$ cat src/rtl/dft_pkg.sv
// Shared types and constants for the 64-point DFT sample framer.
//
// A frame is N_LANE*N_LANE real samples. Replay presents it as N_LANE groups
// of N_LANE lanes with a stride of N_LANE samples between neighbouring lanes.
package dft_pkg;

   localparam int SAMPLE_W  = 16;
   localparam int N_LANE    = 8;               // only 8 is supported
   localparam int FRAME_LEN = N_LANE * N_LANE; // 64 samples per frame

   typedef logic [SAMPLE_W-1:0] sample_t;
   typedef sample_t [0:N_LANE-1] sample_vec_t;

   typedef enum logic [1:0] {
      IDLE      = 2'd0,
      ISSUE     = 2'd1,
      WAIT_DONE = 2'd2
   } framer_state_e;

endpackage

$ cat src/rtl/dft64_frame_bank.sv
// One 64-sample frame store organised as 8 lanes x 8 words.
//
// Sample index i of a frame lives at lane i[5:3], word i[2:0]. Reading word g
// across all lanes therefore returns x[g + 8*m] on lane m, i.e. one stride-8
// group, without any address arithmetic.
//
// Ports:
//   clk        clock
//   i_we       write enable for one sample
//   i_wr_lane  lane of the sample being written
//   i_wr_addr  word within the lane
//   i_wr_data  sample value
//   i_rd_addr  common word address for the 8-wide combinational read
//   o_rd_data  lane 0..7 of the addressed word
module dft64_frame_bank
   import dft_pkg::*;
(
   input  logic        clk,
   input  logic        i_we,
   input  logic [2:0]  i_wr_lane,
   input  logic [2:0]  i_wr_addr,
   input  sample_t     i_wr_data,
   input  logic [2:0]  i_rd_addr,
   output sample_vec_t o_rd_data
);

   sample_t r_mem [0:N_LANE-1][0:N_LANE-1];

   // Storage is deliberately not reset: the full flags in the parent decide
   // whether the contents are meaningful.
   always_ff @(posedge clk) begin
      if (i_we) begin
         r_mem[i_wr_lane][i_wr_addr] <= i_wr_data;
      end
   end

   always_comb begin
      o_rd_data = '0;
      for (int m = 0; m < N_LANE; m++) begin
         o_rd_data[m] = r_mem[m][i_rd_addr];
      end
   end

endmodule

$ cat src/rtl/dft64_sample_framer.sv
// Upstream feeder for the 64-point DFT stage.
//
// Serial 16-bit samples are written into ping-pong 64-sample banks. Each full
// bank is replayed as 8 stride-8 groups (group g, lane m = x[g + 8*m]) on 8
// consecutive cycles, then the calculate window stays open until the DFT
// stage pulses dft_done, which frees the bank.
//
// Handshake: a sample transfers on a rising edge where in_valid && in_ready;
// in_ready depends only on registers (and sreset), never on in_valid, and an
// in_valid while in_ready is low is ignored.
//
// Ports:
//   clk          clock, rising edge
//   sreset       synchronous active-high reset
//   in_valid     in_sample valid this cycle
//   in_ready     framer can accept in_sample
//   in_sample    input sample, natural time order
//   out_samples  registered group lanes [0:7]
//   out_rel      group release strobe, 8 consecutive cycles per frame
//   out_calc     calculate window to the DFT stage
//   dft_done     single-cycle completion pulse from the DFT stage
//   busy         a bank holds a frame or a frame is being replayed
//   dbg_state    current read-side FSM state
module dft64_sample_framer
   import dft_pkg::*;
(
   input  logic          clk,
   input  logic          sreset,
   input  logic          in_valid,
   output logic          in_ready,
   input  sample_t       in_sample,
   output sample_vec_t   out_samples,
   output logic          out_rel,
   output logic          out_calc,
   input  logic          dft_done,
   output logic          busy,
   output framer_state_e dbg_state
);

   // Write side
   logic          r_wr_bank;
   logic [5:0]    r_wr_idx;
   logic [1:0]    r_full;
   logic          w_accept;
   logic          w_frame_done;
   logic [1:0]    w_we;
   logic [1:0]    w_full_set;
   logic [1:0]    w_full_clr;

   // Read side
   logic          r_rd_bank;
   framer_state_e r_state;
   framer_state_e w_state_nxt;
   logic [2:0]    r_g;
   logic [2:0]    w_g_nxt;
   logic          w_load;
   logic          w_rel_nxt;
   logic          w_calc_nxt;
   logic          w_release;
   sample_vec_t   w_rd_bank0;
   sample_vec_t   w_rd_bank1;
   sample_vec_t   w_rd_group;

   // Output registers
   sample_vec_t   r_out_samples;
   logic          r_out_rel;
   logic          r_out_calc;

   assign in_ready     = !sreset && !r_full[r_wr_bank];
   assign w_accept     = in_valid && in_ready;
   assign w_frame_done = w_accept && (r_wr_idx == 6'd63);
   assign w_we         = {w_accept && r_wr_bank, w_accept && !r_wr_bank};

   dft64_frame_bank u_bank0 (
      .clk       (clk),
      .i_we      (w_we[0]),
      .i_wr_lane (r_wr_idx[5:3]),
      .i_wr_addr (r_wr_idx[2:0]),
      .i_wr_data (in_sample),
      .i_rd_addr (r_g),
      .o_rd_data (w_rd_bank0)
   );

   dft64_frame_bank u_bank1 (
      .clk       (clk),
      .i_we      (w_we[1]),
      .i_wr_lane (r_wr_idx[5:3]),
      .i_wr_addr (r_wr_idx[2:0]),
      .i_wr_data (in_sample),
      .i_rd_addr (r_g),
      .o_rd_data (w_rd_bank1)
   );

   // r_g is 0 whenever the FSM is in IDLE (reset value, and it wraps 7->0 on
   // the last ISSUE), so it can drive the read address in every state.
   assign w_rd_group = r_rd_bank ? w_rd_bank1 : w_rd_bank0;

   always_comb begin
      w_state_nxt = r_state;
      w_g_nxt     = r_g;
      w_load      = 1'b0;
      w_rel_nxt   = 1'b0;
      w_calc_nxt  = r_out_calc;
      w_release   = 1'b0;
      unique case (r_state)
         IDLE: begin
            if (r_full[r_rd_bank]) begin
               w_load      = 1'b1;
               w_rel_nxt   = 1'b1;
               w_calc_nxt  = 1'b1;
               w_g_nxt     = 3'd1;
               w_state_nxt = ISSUE;
            end
         end
         ISSUE: begin
            w_load    = 1'b1;
            w_rel_nxt = 1'b1;
            w_g_nxt   = r_g + 3'd1;
            if (r_g == 3'd7) begin
               w_state_nxt = WAIT_DONE;
            end
         end
         WAIT_DONE: begin
            if (dft_done) begin
               w_release   = 1'b1;
               w_calc_nxt  = 1'b0;
               w_state_nxt = IDLE;
            end
         end
         default: begin
            w_g_nxt     = 3'd0;
            w_calc_nxt  = 1'b0;
            w_state_nxt = IDLE;
         end
      endcase
   end

   // Set and clear never target the same bank (the writer skips full banks),
   // so they can be applied independently in one edge.
   assign w_full_set = w_frame_done ? (r_wr_bank ? 2'b10 : 2'b01) : 2'b00;
   assign w_full_clr = w_release    ? (r_rd_bank ? 2'b10 : 2'b01) : 2'b00;

   always_ff @(posedge clk) begin
      if (sreset) begin
         r_wr_bank     <= 1'b0;
         r_rd_bank     <= 1'b0;
         r_wr_idx      <= 6'd0;
         r_full        <= 2'b00;
         r_state       <= IDLE;
         r_g           <= 3'd0;
         r_out_samples <= '0;
         r_out_rel     <= 1'b0;
         r_out_calc    <= 1'b0;
      end else begin
         r_state    <= w_state_nxt;
         r_g        <= w_g_nxt;
         r_out_rel  <= w_rel_nxt;
         r_out_calc <= w_calc_nxt;
         r_full     <= (r_full & ~w_full_clr) | w_full_set;
         if (w_load) begin
            r_out_samples <= w_rd_group;
         end
         if (w_accept) begin
            r_wr_idx <= r_wr_idx + 6'd1; // wraps to 0 after sample 63
         end
         if (w_frame_done) begin
            r_wr_bank <= ~r_wr_bank;
         end
         if (w_release) begin
            r_rd_bank <= ~r_rd_bank;
         end
      end
   end

   assign out_samples = r_out_samples;
   assign out_rel     = r_out_rel;
   assign out_calc    = r_out_calc;
   assign busy        = (|r_full) || (r_state != IDLE);
   assign dbg_state   = r_state;

endmodule

$ cat config.mk
export PLATFORM = sky130hd
export DESIGN_NAME = dft64_sample_framer
export DESIGN_NICKNAME = d
export VERILOG_FILES = /design/src/rtl/dft_pkg.sv /design/src/rtl/dft64_frame_bank.sv /design/src/rtl/dft64_sample_framer.sv
export SDC_FILE = /design/constraint.sdc
export NUM_CORES = 2
export LEC_CHECK = 0
export CAP_MARGIN = 25
export CORE_UTILIZATION = 35
export DETAILED_ROUTE_END_ITERATION = 6
export GPL_TIMING_DRIVEN = 0
export HOLD_SLACK_MARGIN = 0.05
export PLACE_DENSITY = 0.54
export SLEW_MARGIN = 20
export SYNTH_ARGS = -nofsm -noshare
export SYNTH_HDL_FRONTEND = slang
export SYNTH_SLANG_ARGS = --single-unit
$ cat constraint.sdc
create_clock -name clk -period 3.6 [get_ports clk]
set_clock_uncertainty 0.1 [all_clocks]
set_input_delay 0.54 -clock clk [delete_from_list [all_inputs] [get_ports clk]]
set_output_delay 0.54 -clock clk [all_outputs]
set_load 0.05 [all_outputs]
==> flow_metrics.py <==
metrics = {
    "run_status": {
        "run_status": "finished, final reports clean",
    },
    "yosys": {
        "syn-cell-area_um2": 81900,
        "synth_most_common_cell": "edfxtp_1",
        "ys_seq_elements": 2193,
        "synthFlopType": "edfxtp_1",
        "avgSynthCellArea_um2": 23.2,
        "synth_top_area_share_pct": 75.1,
        "synth-edff-count": 2048,
        "syn_nets": 3562,
        "async_reset_ff_share_pct": 0,
        "synth.area.top_cells": "edfxtp_1 75%, mux4_2 14%, dfxtp_1 3.5%",
        "synth_common_cells": "2048 x edfxtp_1, 508 x mux4_2, 145 x dfxtp_1, 145 x nor2_1, 124 x a22o_1",
        "yosysSeqAreaShare_pct": 78.6,
        "synth_warnings": 0,
        "synth.distinct_cells": 47,
        "netlist_instances": 3539,
        "yosysTopAreaCell": "edfxtp_1",
    },
    "place": {
        "globalplace.congestion": 0.804,
        "dpl_worst_slack_ps": -722,
        "dp_cells": 6838,
        "portBuffers": 153,
        "place_hpwl_um": 137000,
    },
    "timing": {
        "hold_viol": 0,
        "finalWorstSetupSlack_ps": 100,
        "fmax_mhz": 286,
        "rsz0062_at_grt": "no",
        "setup_viol": 0,
        "min_period_ps": 3500,
        "tightestPinTransition_ps": 1140,
        "finalCritPeriodShare_pct": 97.2,
        "maxSlewHeadroom_pct": 24.0,
        "hold_slack_ps": 164,
        "finalMaxSlewViolations": 0,
    },
    "global_routing": {
        "grt_pass1_wl_um": 304000,
        "grtUsageTotal_pct": 18.4,
        "grt_pass1_vias": 39900,
        "antenna_found_initial": 17,
        "grt_max_degree": 88,
        "grt_overflow": 0,
    },
    "job": {
        "max_cap_violations": 0,
    },
    "worst_setup_path": {
        "cp.depth": 7,
        "timing.rr.start": "dbg_state[0]",
        "crit_family": "buffers and inverters",
        "crit_chain": "clkbuf_1 -> o21ai_1 -> nor3_2 -> buf_4 -> clkbuf_1 -> a22o_1 -> a221o_1",
        "reg2reg_to": "out_samples[44]",
        "crit_path_top_delay_cell": "nor3_2",
        "worstPathRequired_ps": 4270,
        "cp-start-kind": "flop",
        "path_class": "flop to flop",
        "reg2reg_setup_slack_ps": 100,
        "reg2reg_depth": 7,
        "endpoint_kind": "flop",
        "cp.arrival_ps": 4170,
        "worstPathMaxFanout": 10,
        "crit_path_end": "out_samples[44]",
        "setup.worst_path.start": "dbg_state[0]",
        "critical_path.most_common_cell": "clkbuf_1",
        "max_stage_delay_ps": 610,
        "critical_path_buf_inv_count": 3,
    },
    "cells_and_area": {
        "synthToLayoutAreaGrowth_pct": 18.3,
        "num-fill-cells": 20200,
        "fin_cells": 7276,
        "final_nets": 4052,
        "fin_util_pct": 41.7,
        "multi_input_area_um2": 17200,
        "drive_gt1_share_pct": 30.7,
        "regArea_um2": 64400,
    },
    "detailed_routing": {
        "drt_iter0_drc": 3947,
        "drc": 0,
        "vias": 39100,
        "post_drt_via_cell_ratio": 5.37,
        "drt-total-wl_um": 218000,
        "drtPass1Iterations": 5,
        "ant_nets": 0,
        "routedWlPerCell_um": 30.0,
    },
    "power": {
        "p_total_w": 0.0507,
        "powerDensity_nw_per_um2": 523,
        "p_leak_nw": 29.3,
        "peakVddDrop_mv": 0.429,
    },
    "die": {
        "core_area_um2": 233000,
        "pin_count": 154,
        "std_cell_rows": 177,
        "initial_core_util_pct": 35.2,
        "dieArea_um2": 236000,
        "die_h_um": 486,
        "die_w_um": 486,
    },
    "cts": {
        "cts_buffers": 215,
        "clk_pin_slew_ps": 60,
        "root_buffer": "clkbuf_16",
        "cts_tree": "yes",
        "clock_latency_ps": 850,
        "htreeDepth": 4,
        "cts.sinks": 2193,
        "clockBufferDepth": 3,
    },
    "hold_path": {
        "hold_path.class": "primary input to flop",
    },
}
per-layer routing:
| layer | wire [um] | global-route usage [%] |
|---|---|---|
| met1 | 91400 | 25.2 |
| met2 | 105000 | 29.5 |
| met3 | 14600 | 3.34 |
| met4 | 6910 | 6.20 |
| met5 | 0 | 0.572 |
what timing repair did:
action                                  4_1_cts  5_1_grt
resized for setup                             5        3
buffers inserted                              0        1
pin swaps                                     0        1
endpoints found under the setup margin       82       95
hold buffers                                 15        0
endpoints found under the hold margin       379        0
logic make-up after synthesis:
| group | after synthesis | synth area share (%) |
|---|---|---|
| flip-flops | 2193 | 78.6 |
| multiplexers | 640 | 15.8 |
| AO/OA/AOI/OAI | 289 | 3.16 |
| buffers and inverters | 206 | 1.31 |
| AND/OR/NAND/NOR | 204 | 1.07 |
| XOR/XNOR | 4 | 0.0428 |
| adder cells (fa/ha/maj) | 3 | 0.0458 |
area by class of cell:
| type | instances | share of cell area [%] |
|---|---|---|
| Buffer | 199 | 1.09 |
| Clock buffer | 303 | 6.19 |
| Tap cell | 3043 | 3.93 |
| Sequential cell | 2193 | 66.5 |
| Multi-Input combinational cell | 1140 | 17.7 |
| Inverter | 7 | 0.0271 |
| Antenna cell | 14 | 0.0362 |
| Clock inverter | 104 | 1.06 |
| Timing Repair Buffer | 273 | 3.51 |
metrics by stage:
step,area (um2),TNS [ps]
after global routing,96900,0
after detailed placement,89600,-705000
final,96900,0
after floorplan,81900,0
after global placement,87300,-6617630
after CTS,96800,0
report_power, final:
| part | leakage [nW] | internal (W) | switching [W] |
|---|---|---|---|
| registers | 19.6 | 0.0278 | 0.00000525 |
| logic | 6.27 | 0.000109 | 0.000525 |
| clock network | 3.43 | 0.0125 | 0.00976 |
worst min path at each step:
stage / from / end / slack, ps / depth (start not counted)
floorplan: r_wr_idx[1] / r_wr_idx[1] / 380 / 2
global placement: out_samples[65] / out_samples[65] / 350 / 1
detailed placement: out_samples[65] / out_samples[65] / 360 / 1
CTS: in_sample[15] / u_bank0.r_mem[1][31] / 120 / 1
global route: in_sample[15] / u_bank1.r_mem[7][31] / 160 / 1
finish: in_sample[15] / u_bank0.r_mem[7][111] / 160 / 1
state kept, by name (all words and copies together), names as in the netlist:
register       count
r_wr_idx           6
out_rel            1
out_calc           1
r_g                3
u_bank0.r_mem   1024
u_bank1.r_mem   1024
r_full             2
r_wr_bank          1
dbg_state          2
out_samples      128
r_rd_bank          1
cells in the final DEF, fill, tap and decap left out, drive strengths merged, types with 3 or more instances in the layout:
master         count
dlygate4sd3       15
a22oi              6
a211oi             8
inv               14
dfxtp            145
or2                3
or3                6
clkbuf           417
diode             14
nand3              5
nor3               4
a22o             124
o21ai              8
nand2             19
ha                 3
edfxtp          2048
nor2             147
a21oi              9
mux2i             10
clkdlybuf4s50    135
bufinv            11
mux4             508
buf              206
a221oi             3
o2bb2ai            3
mux2             122
o22ai              4
a221o            121
clkinvlp           7
nor2b              6
clkinv            79
Note: power is estimated with default switching activity, not from simulation.
